--- config.mk ---
export PLATFORM = sky130hd
export DESIGN_NAME = adder
export DESIGN_NICKNAME = d
export VERILOG_FILES = /design/src/rtl/adder.sv
export SDC_FILE = /design/constraint.sdc
export NUM_CORES = 1
export LEC_CHECK = 0
export ABC_AREA = 1
export CORE_MARGIN = 5
export CORE_UTILIZATION = 35
export DETAILED_ROUTE_END_ITERATION = 12
export MAX_ROUTING_LAYER = met4
export PLACE_DENSITY = 0.87
export SYNTH_ARGS = -nofsm -noshare
export SYNTH_HDL_FRONTEND = slang
export SYNTH_SLANG_ARGS = --single-unit
--- constraint.sdc ---
create_clock -name clk -period 0.8 [get_ports clk]
set_input_delay 0.12 -clock clk [delete_from_list [all_inputs] [get_ports clk]]
set_output_delay 0.12 -clock clk [all_outputs]
set_load 0.03 [all_outputs]
--- src/rtl/adder.sv ---
// Registered ripple-carry adder: sign-extended sum and carry-out, one-cycle latency.
// Define ADDER_OVF_EN to add the registered signed-overflow output ovf.
module adder_fa (
  input  logic a,
  input  logic b,
  input  logic ci,
  output logic s,
  output logic co
);
  assign s  = a ^ b ^ ci;
  assign co = (a & b) | (a & ci) | (b & ci);
endmodule

module adder #(
  parameter int WIDTH = 8
) (
  input  logic             clk,
  input  logic             rst,
  input  logic [WIDTH-1:0] A,
  input  logic [WIDTH-1:0] B,
  input  logic             c_in,
  output logic [WIDTH:0]   sum,
  output logic             c_out
`ifdef ADDER_OVF_EN
  ,
  output logic             ovf
`endif
);

  logic [WIDTH:0]   c;
  logic [WIDTH-1:0] s;
  logic [WIDTH:0]   sum_d;

  assign c[0] = c_in;

  for (genvar i = 0; i < WIDTH; i++) begin : g_fa
    adder_fa u_fa (
      .a  (A[i]),
      .b  (B[i]),
      .ci (c[i]),
      .s  (s[i]),
      .co (c[i+1])
    );
  end

  // Top bit is the true sign of the exact (WIDTH+1)-bit result
  assign sum_d = {A[WIDTH-1] ^ B[WIDTH-1] ^ c[WIDTH], s};

  always_ff @(posedge clk or negedge rst) begin
    if (!rst) begin
      sum   <= '0;
      c_out <= 1'b0;
    end else begin
      sum   <= sum_d;
      c_out <= c[WIDTH];
    end
  end

`ifdef ADDER_OVF_EN
  always_ff @(posedge clk or negedge rst) begin
    if (!rst) ovf <= 1'b0;
    else      ovf <= c[WIDTH] ^ c[WIDTH-1];
  end
`endif

endmodule

==> results of run 1 <==
[registers in the layout, indices dropped and copies added, names as in the netlist]
register  flops
sum           9
c_out         1
[power breakdown]
part	total [W]	switching [W]	internal [W]
registers	0.000637	0.0000437	0.000593
clock network	0.000446	0.000170	0.000276
logic	0.000650	0.000325	0.000326
[worst min path at each step]
stage          startpoint          endpoint  slack (ns)  depth (start not counted)
2_1_floorplan         rst   c_out$_DFF_PN0_       -0.18                          0
3_3_place_gp          rst  sum[7]$_DFF_PN0_        0.42                          2
3_5_place_dp          rst  sum[6]$_DFF_PN0_        0.41                          2
4_1_cts               rst  sum[5]$_DFF_PN0_        0.14                          2
5_1_grt               rst  sum[3]$_DFF_PN0_        0.16                          2
6_report              rst  sum[3]$_DFF_PN0_        0.14                          2
[kinds of logic (layout without fill, tap and decap cells)]
kind of cell | Yosys count | in the layout | synth area share
adders and majority gates | 9 | 9 | 0.3820
buffers and inverters | 11 | 47 | 0.08753
DFF | 10 | 10 | 0.5305
[stage by stage]
| stage | total power (W) | util | setup TNS, ns | cell area (sq um) |
|---|---|---|---|---|
| 4_1_cts | 0.001740 | 0.6943 | -13.40 | 892.1 |
| 6_report | 0.001733 | 0.6991 | -12.24 | 898.4 |
| 3_5_place_dp | 0.001219 | 0.6271 | -19.06 | 805.8 |
| 5_1_grt | 0.001817 | 0.6991 | -12.92 | 898.4 |
| 2_1_floorplan | 0.0009106 | - | -12.26 | 509.2 |
| 3_3_place_gp | 0.001204 | 0.6271 | -18.81 | 805.8 |
[cell type report]
| class | count | area [sq um] | share of cell area |
|---|---|---|---|
| tap | 15 | 18.77 | 0.02089 |
| timing repair buffer | 32 | 331.6 | 0.3691 |
| inverter | 11 | 61.31 | 0.06825 |
| clock buffer | 4 | 36.28 | 0.04039 |
| multi-input combinational | 9 | 200.2 | 0.2228 |
| sequential | 10 | 250.2 | 0.2786 |
[placed cells by master, fill, tap and decap left out]
master | netlist | routed
clkdlybuf4s50_1 | 0 | 13
buf_6 | 0 | 11
dfrtp_1 | 10 | 10
fa_2 | 0 | 8
inv_1 | 11 | 6
buf_4 | 0 | 4
clkbuf_4 | 0 | 3
inv_2 | 0 | 2
buf_8 | 0 | 2
dlygate4sd2_1 | 0 | 2
inv_12 | 0 | 1
clkinv_4 | 0 | 1
inv_4 | 0 | 1
fa_1 | 9 | 1
clkbuf_8 | 0 | 1
[per-layer routing]
| metal | routed length, um | vias up | track usage | part of all wire |
|---|---|---|---|---|
| li1 | - | 150 | - | - |
| met1 | 325 | 160 | 0.09701 | 0.33 |
| met2 | 536 | 21 | 0.1621 | 0.54 |
| met3 | 112 | 2 | 0.02344 | 0.11 |
| met4 | 14 | 0 | 0.04972 | 0.014 |
| met5 | 0 | - | - | 0 |
[what timing repair did]
action / in CTS / in global routing
hold endpoints to repair: 0 / 0
pin swaps: 9 / 8
resized for setup: 30 / 3
gates cloned: 0 / 0
endpoints found under the setup margin: 20 / 19
setup buffers: 1 / 0
==> impl_metrics.yaml, run 1 <==
floorplanning:
  rows: 13
  die_w_um: 46.71
  ios: 29
  start_util: 0.3671
  die_area_sq_um: 2182
  core-area_sq_um: 1285
  die_y_um: 46.71
cts:
  cts_tree: "done"
  cts_num_sinks: 10
  cts.path.max_buffers: 2
  htree_levels: 1
  cts_made_buffers: 3
  cts_hold_buf: 0
  cts-root-buf: "clkbuf_4"
  clkTransAtPathRegs_ns: 0.07
logic_synthesis:
  netlist_instances: 30
  yosys_warnings: 0
  synth.area.top_cells: "dfrtp_1, fa_1, inv_1"
  syn_area_per_cell_sq_um: 15.72
  ys_seq_area_frac: 0.5305
  yosysUniqueCellTypes: 3
  synth_common_cells: "inv_1, dfrtp_1, fa_1"
  synth_most_common_cell: "inv_1"
  synth_nets: 58
  ys_seq_elements: 10
  synth_flop_cell: "dfrtp_1"
  netlist.area_leader.share: 0.5305
  synth_top_area_cell: "dfrtp_1"
  synthArstFlopShare: 1.000
  synth_edf_count: 0
  syn_area_sq_um: 471.7
timing:
  report.final.slew_viol_count: 0
  setup_viol: 19
  max_slew_margin: 0.9155
  timing.final.crit_share: 3.613
  max_freq_mhz: 346.0
  worst_slack_ns: -2.090
  tightest_slew_ns: 0.1267
  final_hold_viol_count: 0
  whs_ns: 0.1408
  grt_setup_unrepaired: "yes"
  fin_crit_ns: 2.890
grt:
  antenna_found_initial: 0
  grt_max_degree: 11
  first_global_vias: 336
  grt_pass1_wl_mm: 1.324
  grtUsageTotal: 0.09393
  overflow: 0
critical_path:
  cp_max_fo: 2
  cpLargestDelayFamily: "adder cells"
  slowest_stage: "fa_2"
  worstPathRequired_ns: 1.00
  endpoint_kind: "register"
  crit_end: "sum[8]$_DFF_PN0_"
  crit_type: "in -> reg"
  path_common_cell: "fa_2"
  crit_buf_inv: 5
  critPathArrivalTime_ns: 3.09
  cp_cell_sequence: "buf_8 > clkinv_4 > fa_2 > inv_2 > fa_2 > fa_2 > fa_2 > fa_2 > fa_2 > fa_2 > buf_4 > fa_2 > inv_1"
  worstSetupStartpointType: "input pin"
  cpPeakStageDelay_ns: 0.36
  cp.depth: 13
  cp-startpoint: "B[0]"
cells_and_area:
  diodes: 0
  num-fill-cells: 95
  drive_gt1_frac: 0.5152
  finalNetCount: 95
  final_cells: 81
  area_growth_pct: 90.45
detailed_routing:
  drc: 0
  drtIter0Drc: 1
  dr.pass1.iters: 2
  vias_per_cell: 4.111
  vias: 333
  drt_wl_total_um: 988
  ant_nets: 0
  drt-wirelength-per-cell_um: 12.20
status:
  failed_checks: "setup timing"
  outcome: "finished, violations left"
placement:
  portBuffers: 28
  dp_hpwl_um: 829.3
  place_ws_ns: -2.883
  dp.cells: 76
  place_congestion: 0.5498
power_and_ir_drop:
  vdd_drop_max_v: 0.0009961
  leakage_nw: 0.4150
  p_per_area_nw_per_um2: 1929
run:
  maxCapViolations: 0
min_path:
  hp-class: "in -> async"
Power figures use the tool's default switching activity.
==> inputs of run 2 (changes only) <==
--- a/config.mk
+++ b/config.mk
@@ -11,6 +11,7 @@
 export DETAILED_ROUTE_END_ITERATION = 12
 export MAX_ROUTING_LAYER = met4
 export PLACE_DENSITY = 0.87
+export REMOVE_ABC_BUFFERS = 1
 export SYNTH_ARGS = -nofsm -noshare
 export SYNTH_HDL_FRONTEND = slang
 export SYNTH_SLANG_ARGS = --single-unit
==> run 2 against run 1 <==
Against the previous run: the run still ends with setup timing left; sequential power about the same; global-route usage up 1.8 points; combinational power fell by 3%; die area unchanged; maximum frequency shrank 0.61%; final area down 4.9%; cell count shrank 2.5%; setup slack got worse by 0.018 ns; critical endpoint is now sum[7]$_DFF_PN0_; highest routed layer unchanged.
==> impl_metrics.yaml, run 2 (synthesis results as in run 1) <==
timing:
  final_hold_viol_count: 0
  max_slew_margin: 0.9162
  setup_tns_ns: -12.29
  tightest_slew_ns: 0.1257
  grt_setup_unrepaired: "yes"
  report.final.slew_viol_count: 0
  fin_crit_ns: 2.908
  timing.final.crit_share: 3.635
  max_freq_mhz: 343.9
  worst_slack_ns: -2.108
  setup_viol: 19
grt:
  overflow: 0
  grt_pass1_wl_mm: 1.476
  grtUsageTotal: 0.1123
  grt_max_degree: 11
  antenna_found_initial: 0
  first_global_vias: 355
detailed_routing:
  vias_per_cell: 4.076
  drc: 0
  vias: 322
  drtIter0Drc: 2
  dr.pass1.iters: 2
  drt-wirelength-per-cell_um: 12.39
  drt_wl_total_um: 979
  ant_nets: 0
cells_and_area:
  largest_reg_flops: 9
  multiInputGateArea_sq_um: 197.7
  finalNetCount: 94
  area_growth_pct: 81.17
  reg_top3: "sum x9, c_out x1"
  diodes: 0
  sequential_cell_area_sq_um: 250.2
  final_cells: 79
  drive_gt1_frac: 0.4844
  final_cell_mix: "buf_6, clkdlybuf4s50_1, dfrtp_1, fa_2, inv_1"
  num-fill-cells: 103
  regMostFlops: "sum"
critical_path:
  critPathArrivalTime_ns: 3.10
  endpoint_kind: "register"
  cpPeakStageDelay_ns: 0.39
  crit_type: "in -> reg"
  cp_max_fo: 2
  path_common_cell: "fa_2"
  worstSetupStartpointType: "input pin"
  slowest_stage: "fa_1"
  cp_cell_sequence: "buf_6 > inv_4 > fa_2 > inv_2 > fa_2 > fa_2 > fa_2 > fa_2 > fa_2 > fa_2 > inv_2 > fa_1 > inv_1"
  worstPathRequired_ns: 0.99
cts:
  clkTransAtPathRegs_ns: 0.06
  cts_made_buffers: 3
  cts.path.max_buffers: 2
  htree_levels: 1
  cts_tree: "done"
  cts-root-buf: "clkbuf_4"
  cts_setup_buffers: 0
  cts_num_sinks: 10
power_and_ir_drop:
  leakage_nw: 0.3985
  clock_power_share: 0.197
  p_per_area_nw_per_um2: 1848
  combPwrFrac: 0.400
  switchingPower_w: 0.0005009
  vdd_drop_max_v: 0.0006641
  p_seq_frac: 0.403
  intPower_w: 0.001078
  switching_share: 0.3172
run:
  maxCapViolations: 0
status:
  outcome: "finished, violations left"
  failed_checks: "setup timing"
placement:
  portBuffers: 28
  dp_hpwl_um: 899.1
  place_congestion: 0.6179
  dp.cells: 76
floorplanning:
  ios: 29
  rows: 13
  core-area_sq_um: 1285
  die_area_sq_um: 2182
  die_y_um: 46.71
  start_util: 0.3671
  die_w_um: 46.71
min_path:
  hp-class: "in -> async"
[run 2: final cells by class]
class                           count  share of cell area
Inverter                           11             0.05710
Sequential cell                    10              0.2928
Timing Repair Buffer               31              0.3704
Tap cell                           15             0.02196
Multi-Input combinational cell      9              0.2313
Clock buffer                        3             0.02635
[run 2: through the flow]
stage / instance area, sq um / setup WS (ns) / hold slack (ns) / util / total power [W]
after floorplan: 471.7 / -2.449 / -0.1756 / - / 0.0008927
after global placement: 768.2 / -2.916 / 0.4200 / 0.5979 / 0.001174
after detailed placement: 768.2 / -3.044 / 0.4231 / 0.5979 / 0.001201
after CTS: 852.1 / -2.320 / 0.1497 / 0.6631 / 0.001617
after global routing: 854.6 / -2.178 / 0.1671 / 0.6650 / 0.001674
final: 854.6 / -2.108 / 0.1543 / 0.6650 / 0.001579
[run 2: timing repair]
item / 4_1_cts / 5_1_grt
pin swaps: 8 / 8
setup endpoints to repair: 20 / 19
gates cloned: 0 / 0
hold buffers: 0 / 0
gates resized for setup: 38 / 1
[run 2: metal layers]
| layer | vias up | wire length (um) | global-route usage | share of wire |
|---|---|---|---|---|
| met5 | - | 0 | - | 0 |
| met3 | 2 | 83 | 0.02344 | 0.085 |
| li1 | 147 | - | - | - |
| met4 | 0 | 21 | 0.08287 | 0.021 |
| met1 | 155 | 300 | 0.1047 | 0.31 |
| met2 | 18 | 573 | 0.1978 | 0.59 |
[run 2: critical path, delay by kind of cell]
kind / cells / cell delay, ns
adders and majority gates: 8 / 2.67
buffers and inverters: 5 / 0.30
[run 2: how the worst max path moves through the flow]
stage          startpoint                to  slack (ns)  cells past startpoint
2_1_floorplan        A[0]  sum[7]$_DFF_PN0_       -2.45                     12
3_3_place_gp         A[0]  sum[7]$_DFF_PN0_       -2.92                     13
3_5_place_dp         A[0]  sum[7]$_DFF_PN0_       -3.04                     13
4_1_cts              B[0]  sum[7]$_DFF_PN0_       -2.32                     13
5_1_grt              c_in  sum[7]$_DFF_PN0_       -2.18                     13
6_report             c_in  sum[7]$_DFF_PN0_       -2.11                     13
[run 2: power groups by stage]
stage                     logic (W)  registers [W]  clock network (W)
final                      0.000632       0.000637           0.000311
after detailed placement   0.000571       0.000630                  0
after global routing       0.000685       0.000643           0.000346
after global placement     0.000550       0.000624                  0
after CTS                  0.000648       0.000638           0.000331
after floorplan           0.0000840       0.000809                  0
==> inputs of run 3 (changes only) <==
--- a/config.mk
+++ b/config.mk
@@ -8,6 +8,7 @@
 export ABC_AREA = 1
 export CORE_MARGIN = 5
 export CORE_UTILIZATION = 35
+export CTS_CLUSTER_SIZE = 20
 export DETAILED_ROUTE_END_ITERATION = 12
 export MAX_ROUTING_LAYER = met4
 export PLACE_DENSITY = 0.87
==> results of run 3 <==
No change in the layout: final DEF, timing and power equal those of run 2.
